**src/rtl/ft2232_tx_arbiter.sv**
```systemverilog
`default_nettype none
// +-----------------------------------------------------------------------------+
// | ft2232_tx_arbiter: two-requester packet arbiter feeding the FT2232 TX FIFO. |
// | Define AUDIO_PRIORITY_EN for fixed req0 priority (default: round-robin).    |
// | Revision: 1.0                                                               |
// +-----------------------------------------------------------------------------+
module ft2232_tx_arbiter #(
    parameter int MAX_PKT_BYTES = 256
) (
    input  logic       clk_i,
    input  logic       reset_i,
    input  logic       req0_valid_i,
    input  logic [7:0] req0_data_i,
    input  logic       req0_last_i,
    output logic       req0_ready_o,
    input  logic       req1_valid_i,
    input  logic [7:0] req1_data_i,
    input  logic       req1_last_i,
    output logic       req1_ready_o,
    output logic       tx_valid_o,
    output logic [7:0] tx_data_o,
    output logic       tx_last_o,
    input  logic       tx_ready_i,
    output logic [1:0] grant_o,
    output logic       overrun_o
);

    localparam int             CW        = 16;
    localparam logic [CW-1:0]  C_MAX_CNT = CW'(MAX_PKT_BYTES);

    localparam logic [1:0] ST_IDLE   = 2'd0;
    localparam logic [1:0] ST_GRANT0 = 2'd1;
    localparam logic [1:0] ST_GRANT1 = 2'd2;

    logic [1:0]    state_q, state_d;
    logic [CW-1:0] cnt_q, cnt_d;
    logic          last1_q, last1_d;   // 1 when req1 was the last requester served
    logic          overrun_q, overrun_d;

    logic          w_xfer;
    logic          w_tie_pick0;
    logic [CW-1:0] w_cnt_inc;

    always_comb begin
        tx_valid_o   = 1'b0;
        tx_data_o    = 8'h00;
        tx_last_o    = 1'b0;
        req0_ready_o = 1'b0;
        req1_ready_o = 1'b0;
        grant_o      = 2'b00;
        case (state_q)
            ST_GRANT0: begin
                tx_valid_o   = req0_valid_i;
                tx_data_o    = req0_data_i;
                tx_last_o    = req0_last_i;
                req0_ready_o = tx_ready_i;
                grant_o      = 2'b01;
            end
            ST_GRANT1: begin
                tx_valid_o   = req1_valid_i;
                tx_data_o    = req1_data_i;
                tx_last_o    = req1_last_i;
                req1_ready_o = tx_ready_i;
                grant_o      = 2'b10;
            end
            default: ;
        endcase
    end

    assign w_xfer    = tx_valid_o & tx_ready_i;
    assign w_cnt_inc = cnt_q + 1'b1;
    assign overrun_o = overrun_q;

`ifdef AUDIO_PRIORITY_EN
    assign w_tie_pick0 = 1'b1;
`else
    assign w_tie_pick0 = last1_q;
`endif

    always_comb begin
        state_d   = state_q;
        cnt_d     = cnt_q;
        last1_d   = last1_q;
        overrun_d = overrun_q;
        case (state_q)
            ST_IDLE: begin
                cnt_d = '0;
                if (req0_valid_i && (!req1_valid_i || w_tie_pick0))
                    state_d = ST_GRANT0;
                else if (req1_valid_i)
                    state_d = ST_GRANT1;
            end
            ST_GRANT0, ST_GRANT1: begin
                if (w_xfer) begin
                    cnt_d = w_cnt_inc;
                    // A packet ends on its last byte, or is cut off at the size limit.
                    if (tx_last_o || (w_cnt_inc == C_MAX_CNT)) begin
                        state_d = ST_IDLE;
                        last1_d = (state_q == ST_GRANT1);
                        if (!tx_last_o)
                            overrun_d = 1'b1;
                    end
                end
            end
            default: state_d = ST_IDLE;
        endcase
    end

    always_ff @(posedge clk_i or posedge reset_i) begin
        if (reset_i) begin
            state_q   <= ST_IDLE;
            cnt_q     <= '0;
            last1_q   <= 1'b1;
            overrun_q <= 1'b0;
        end else begin
            state_q   <= state_d;
            cnt_q     <= cnt_d;
            last1_q   <= last1_d;
            overrun_q <= overrun_d;
        end
    end

endmodule
`default_nettype wire

```
**config.mk**
```make
export PLATFORM = sky130hd
export DESIGN_NAME = ft2232_tx_arbiter
export DESIGN_NICKNAME = d
export VERILOG_FILES = /design/src/rtl/ft2232_tx_arbiter.sv
export SDC_FILE = /design/constraint.sdc
export NUM_CORES = 1
export LEC_CHECK = 0
export BUFFER_PORTS_ARGS = -buffer_cell sky130_fd_sc_hd__buf_2
export CORE_UTILIZATION = 48
export DETAILED_ROUTE_END_ITERATION = 10
export PLACE_DENSITY = 0.88
export SETUP_SLACK_MARGIN = 0.15
export SYNTH_ARGS = -nofsm -noshare
export SYNTH_HDL_FRONTEND = slang
export SYNTH_SLANG_ARGS = --single-unit
```
**constraint.sdc**
```tcl
create_clock -name clk_i -period 2.3 [get_ports clk_i]
set_input_delay 0.115 -clock clk_i [delete_from_list [all_inputs] [get_ports clk_i]]
set_output_delay 0.115 -clock clk_i [all_outputs]
set_load 0.01 [all_outputs]
```
==> results.ini, run 1 <==
[placed_design]
routabilityCongestion = 0.9001
dp_hpwl_mm = 2.813
portBuffers = 37

[clock_network]
cts.clk_slew.worst_paths_ps = 130
h-tree-depth = 1
cts_buffer_depth = 2
cts_tree = built
cts_buffers = 3
cts.sinks = 20
ctsRootBufferMaster = clkbuf_4
clkLatencyLatePin_ps = 330

[logic_synthesis]
syn_inst = 184
ys_seq_area_frac = 0.3258
synth_edf_count = 0
ys_types = 49
synth-async-reset-ratio = 1.000
avgSynthCellArea_um2 = 8.371
synth_area_um2 = 1540
yosys_warnings = 0
synth_nets = 213
ys.flop_type = dfrtp_1
yosys_register_bits = 20

[grt]
grt_util_met2 = 0.4696
grt_pass1_wl_mm = 6.969
grt_max_degree = 21
antenna_found_initial = 0
groute.layer.met1.usage = 0.3269
met3_usage = 0.05055
busiest_layer = met2
grt_overflow = 0
grt_pass1_vias = 1567
grt_use_total = 0.2694

[critical_path]
cp-startpoint = cnt_q[6]
r2r_setup_slack_ps = 20
start_kind = register
arrival_ps = 2500
criticalPathCategory = reg -> reg
crit_required_ps = 2520
r2r_start = cnt_q[6]
end_kind = register
worstPathMaxFanout = 5

[timing]
rsz0062_at_grt = yes
period_needed_ps = 2278
slew_violations = 0
post-route-period-util = 0.9903
setup_viol = 0
hold_viol = 0
fin_skew_ps = 9.580
fin_tns_setup_ps = 0
tightestPinTransition_ps = 777.7
max_freq_mhz = 439.0
relSlewSlack = 0.4810

[power_and_ir_drop]
power_leakage_nw = 0.9661
irDropWorstVdd_uv = 738.4
pwr_density_cell_nw_per_um2 = 748.8
power_w = 0.001537

[final_layout]
num-nets-final = 267
most-common-layout-cells = buf_2 (37), nor2_1 (23), o21ai_0 (23), buf_4 (21), dfrtp_1 (17)
layout-drive-gt1-share = 0.3882
antenna_cells = 0
mostFrequentLayoutCell = buf_2
fillCellCount = 259
syn2layout_area_growth_pct = 33.23

[hold_path]
hold_start = req1_valid_i
hold_path.class = in -> reg

[die]
start_util = 0.5045
std_cell_rows = 20
fp.dieH_um = 58.65
die_x_um = 58.65
die_area_um2 = 3439
core_area_um2 = 3053
io_pins = 38

[routing]
drtIter0Drc = 75
routedWlPerCell_um = 15.10
drt-vias-per-instance = 5.858
drtAntennaViolNets = 0
route.detailed.drc = 0
vias = 1646
wl_mm = 4.243
drt_pre_antenna_iters = 4

[status]
status = completed

[flow_run]
maxCapViolations = 0

-- routing by layer --
layer | up-vias | part of all wire
met5 | - | 0
met4 | 0 | 0.015
met3 | 8 | 0.060
met2 | 69 | 0.49
met1 | 781 | 0.43
li1 | 788 | -
-- area by class of cell --
cell class / instances / area, um^2 / share of cell area
multi-input cells: 147 / 1046 / 0.5098
repair buffers: 61 / 375.4 / 0.1829
flip-flops and latches: 20 / 504.2 / 0.2457
inverters: 5 / 18.77 / 0.009146
clock buffers: 3 / 22.52 / 0.01098
clock inverters: 1 / 30.03 / 0.01463
well taps: 44 / 55.05 / 0.02683
-- power breakdown --
group,internal [W],switching (W)
Sequential,0.000392,0.0000300
Combinational,0.000335,0.000474
Clock,0.000177,0.000129
-- cells in the mapped netlist, drive strengths merged (2+ instances only) --
| cell type | instances | area [um^2] |
|---|---|---|
| o31ai | 3 | 22.52 |
| nor4 | 3 | 31.28 |
| clkbuf | 8 | 30.03 |
| o21ai | 25 | 128.9 |
| ha | 6 | 75.07 |
| a22o | 3 | 26.28 |
| xnor2 | 5 | 43.79 |
| nor2 | 23 | 86.33 |
| nand3 | 3 | 15.01 |
| dfrtp | 19 | 475.5 |
| a21oi | 3 | 15.01 |
| a311oi | 2 | 17.52 |
| a21boi | 2 | 18.77 |
| a22oi | 9 | 67.56 |
| and3 | 5 | 43.79 |
| nand4 | 11 | 75.07 |
| and2 | 5 | 31.28 |
| nand2 | 16 | 60.06 |
| inv | 5 | 18.77 |
| a31oi | 3 | 18.77 |
| nor3 | 2 | 10.01 |
| and4 | 2 | 20.02 |
| buf | 4 | 38.78 |
-- worst max-delay path: stages, from the launching register on --
cell      delay [ps]
dfrtp_1          450
and4_4           280
nand4_1          150
xnor2_2          190
or4_4            580
o211ai_4         260
a21boi_2         200
o21ai_1           60
-- cell families (layout without fill, tap and decap cells) --
family / after synthesis / count (layout) / synth area share
simple gates: 75 / 75 / 0.2697
fa+ha+maj: 6 / 6 / 0.04874
compound gates: 59 / 59 / 0.2575
buf+inv: 17 / 70 / 0.05686
mux: 1 / 1 / 0.007311
flops: 20 / 20 / 0.3258
xor+xnor: 6 / 6 / 0.03412
-- sequential cells by signal, summed over array words and instances, names as in the netlist --
name / flops
cnt_q: 16
last1_q: 1
overrun_o: 1
state_q: 2
-- per-stage QoR --
step | std cells | setup WS [ps] | util | cell area, um^2 | hold slack, ps
after global placement | 265 | -12.24 | 0.5934 | 1812 | 281.1
final | 281 | 22.25 | 0.6721 | 2052 | 56.22
after floorplan | 184 | 156.7 | - | 1550 | 78.02
after global routing | 281 | -46.59 | 0.6721 | 2052 | 58.68
after CTS | 279 | 90.14 | 0.6602 | 2016 | 57.34
after detailed placement | 265 | -24.06 | 0.5934 | 1812 | 292.2
-- timing repair --
item	4_1_cts	5_1_grt
gates resized for setup	13	6
gates cloned	0	0
buffers inserted	9	2
hold buffers	1	0
endpoints found under the setup margin	18	9
endpoints found under the hold margin	19	0
pin swaps	12	8
-- worst paths after layout --
kind	to	cells past startpoint
setup / recovery	state_q[1]	7
hold / removal	state_q[1]	3
setup reg to reg	state_q[1]	7
hold reg to reg	overrun_o	1
max in group asynchronous	cnt_q[0]	3
min in group asynchronous	overrun_o	3
Note: power is estimated with default switching activity, not from simulation.
==> run 2: changes to the inputs <==
Settings changed: CORE_UTILIZATION 48 to 50.
Clock period 2.3 ns to 2.4 ns, I/O delays scaled along.
==> run 2 against run 1 <==
Die area is 3.9% lower. Hold slack worse by 1.8 ps. Flip-flop and latch count stayed put. Clock skew is 6.1 ps higher. Register-to-register slack better by 60 ps. Critical path type unchanged. Fmax is 1.7% lower.
==> results.ini, run 2 (synthesis gave the netlist of run 1 again) <==
[status]
status = completed  ; unchanged

[clock_network]
ctsRootBufferMaster = clkbuf_4  ; unchanged
cts_buffer_depth = 2  ; unchanged
h-tree-depth = 1  ; unchanged
cts.sinks = 20  ; unchanged
cts_tree = built  ; unchanged
cts_buffers = 3  ; unchanged
cts.clk_slew.worst_paths_ps = 130  ; about the same
clkLatencyLatePin_ps = 320  ; was 330 ps

[hold_path]
hold_path.class = in -> reg  ; unchanged
hold_start = req1_valid_i  ; unchanged
whs_path_depth = 3  ; unchanged

[critical_path]
cp-startpoint = cnt_q[0]  ; was cnt_q[6]
r2r_start = cnt_q[0]  ; was cnt_q[6]
max_stage_delay_ps = 460  ; was 580 ps
cp_top_family = simple AND/OR/NAND/NOR gates  ; unchanged
crit_cells = 9  ; was 7
critPathBufInv = 3  ; was 0
crit_required_ps = 2640  ; was 2520 ps
criticalPathCategory = reg -> reg  ; unchanged
r2r_setup_slack_ps = 80  ; was 20 ps
path_cells = buf_6, buf_4, nand4_1, buf_4, nor3_1, a211oi_1, or4_4, o21ai_2, mux2_1  ; was and4_4, nand4_1, xnor2_2, or4_4, o211ai_4, a21boi_2, o21ai_1
worstPathMaxFanout = 4  ; was 5
arrival_ps = 2560  ; was 2500 ps
start_kind = register  ; unchanged
end_kind = register  ; unchanged
r2r_cells = 9  ; was 7
crit_path_frequent_cell = buf_4
cp_slowest_cell = or4_4  ; unchanged

[die]
core_area_um2 = 2829  ; was 3053 um^2
io_pins = 38  ; unchanged
die_x_um = 57.50  ; was 58.65 um
fp.dieH_um = 57.50  ; was 58.65 um
die_area_um2 = 3306  ; was 3439 um^2
start_util = 0.5444  ; was 0.5045
std_cell_rows = 19  ; was 20

[power_and_ir_drop]
irDropWorstVdd_uv = 767.8  ; was 738.4 uV
power_w = 0.001342  ; was 0.001537 W
power_leakage_nw = 0.9125  ; was 0.9661 nW
pwr_density_cell_nw_per_um2 = 689.3  ; was 748.8 nW/um^2

[placed_design]
dp_worst_setup_slack_ps = 36.28  ; was -24.06 ps
dp_hpwl_mm = 2.569  ; was 2.813 mm
portBuffers = 37  ; unchanged
routabilityCongestion = 0.9126  ; was 0.9001
dpl.cell_count = 249  ; was 265

[timing]
tightestPinTransition_ps = 787.8  ; was 777.7 ps
post-route-period-util = 0.9658  ; was 0.9903
fin_skew_ps = 15.68  ; was 9.580 ps
fin_tns_setup_ps = 0  ; unchanged
fin_ws_ps = 81.98  ; was 22.25 ps
max_freq_mhz = 431.4  ; was 439.0 MHz
relSlewSlack = 0.4742  ; was 0.4810
hold_viol = 0  ; unchanged
setup_viol = 0  ; unchanged
period_needed_ps = 2318  ; was 2278 ps
slew_violations = 0  ; unchanged
rsz0062_at_grt = yes  ; unchanged

[routing]
drtIter0Drc = 90  ; was 75
drtAntennaViolNets = 0  ; unchanged
wl_mm = 4.141  ; was 4.243 mm
route.detailed.drc = 0  ; unchanged
vias = 1620  ; was 1,646
drt-vias-per-instance = 6.160  ; was 5.858
drt_pre_antenna_iters = 4  ; unchanged
routedWlPerCell_um = 15.75  ; was 15.10 um

[final_layout]
syn2layout_area_growth_pct = 26.40  ; was 33.23%
final_util = 0.6882  ; was 0.6721
layout-drive-gt1-share = 0.3664  ; was 0.3882
num-nets-final = 262  ; was 267
antenna_cells = 0  ; unchanged
mostFrequentLayoutCell = buf_2  ; unchanged
largest_register_ffs = 16  ; unchanged
fillCellCount = 210  ; was 259
most-common-layout-cells = buf_2 (37), nor2_1 (23), o21ai_0 (23), nand2_1 (16), buf_4 (16)  ; was buf_2 (37), nor2_1 (23), o21ai_0 (23), buf_4 (21), dfrtp_1 (17)
largest_register = cnt_q  ; unchanged
largestRegisters = cnt_q: 16 flops, state_q: 2 flops  ; unchanged
fin_cells = 263  ; was 281

[grt]
grt_overflow = 0  ; unchanged
grt_pass1_vias = 1456  ; was 1,567
grt_max_degree = 21  ; unchanged
antenna_found_initial = 0  ; unchanged
grt_use_total = 0.2614  ; was 0.2694
grt_pass1_wl_mm = 6.679  ; was 6.969 mm

[flow_run]
maxCapViolations = 0  ; unchanged

run 2: cell types whose count changed in the layout (fill, tap and decap cells not counted), sizes merged:
cell    delta
bufinv     -1
clkbuf     +1
buf        -5
run 2: repair_timing:
item,in CTS,in global routing
cloned,0,0
pin swaps,8,3
endpoints found under the hold margin,19,0
setup endpoints to repair,16,3
resized for setup,13,3
setup buffers,7,2
hold buffers,1,0
run 2: layout make-up:
type	count	area, um^2	share of cell area
Multi-Input combinational cell	147	1006	0.5167
Inverter	5	18.77	0.009640
Sequential cell	20	509.2	0.2616
Tap cell	31	38.79	0.01992
Timing Repair Buffer	56	337.8	0.1735
Clock buffer	4	36.28	0.01864
run 2: per-stage QoR:
step | hold slack (ps) | instance area (um^2)
final | 54.42 | 1947
after global routing | 66.73 | 1947
after CTS | 51.44 | 1926
after detailed placement | 301.7 | 1765
after global placement | 296.3 | 1765
after floorplan | 83.09 | 1543
run 2: per-layer routing:
metal | GRT usage | share of wire
met5 | 0 | 0
met4 | 0.1150 | 0.029
met3 | 0.02494 | 0.065
met2 | 0.4203 | 0.48
met1 | 0.3578 | 0.42
run 2: worst min-delay path: stages:
cell and delay [ps]:
buf_2 120, nand4_1 60, o21ai_1 60
run 2: path summary, 6_finish.rpt:
check                              to
max in group asynchronous    cnt_q[4]
min in group asynchronous    cnt_q[2]
setup reg to reg              last1_q
hold reg to reg             overrun_o
hold / removal             state_q[1]
setup / recovery              last1_q
run 2: report_power, final:
part	switching [W]	internal, W
Sequential	0.0000276	0.000376
Clock	0.000113	0.0000929
Combinational	0.000432	0.000301
Total	0.000572	0.000770
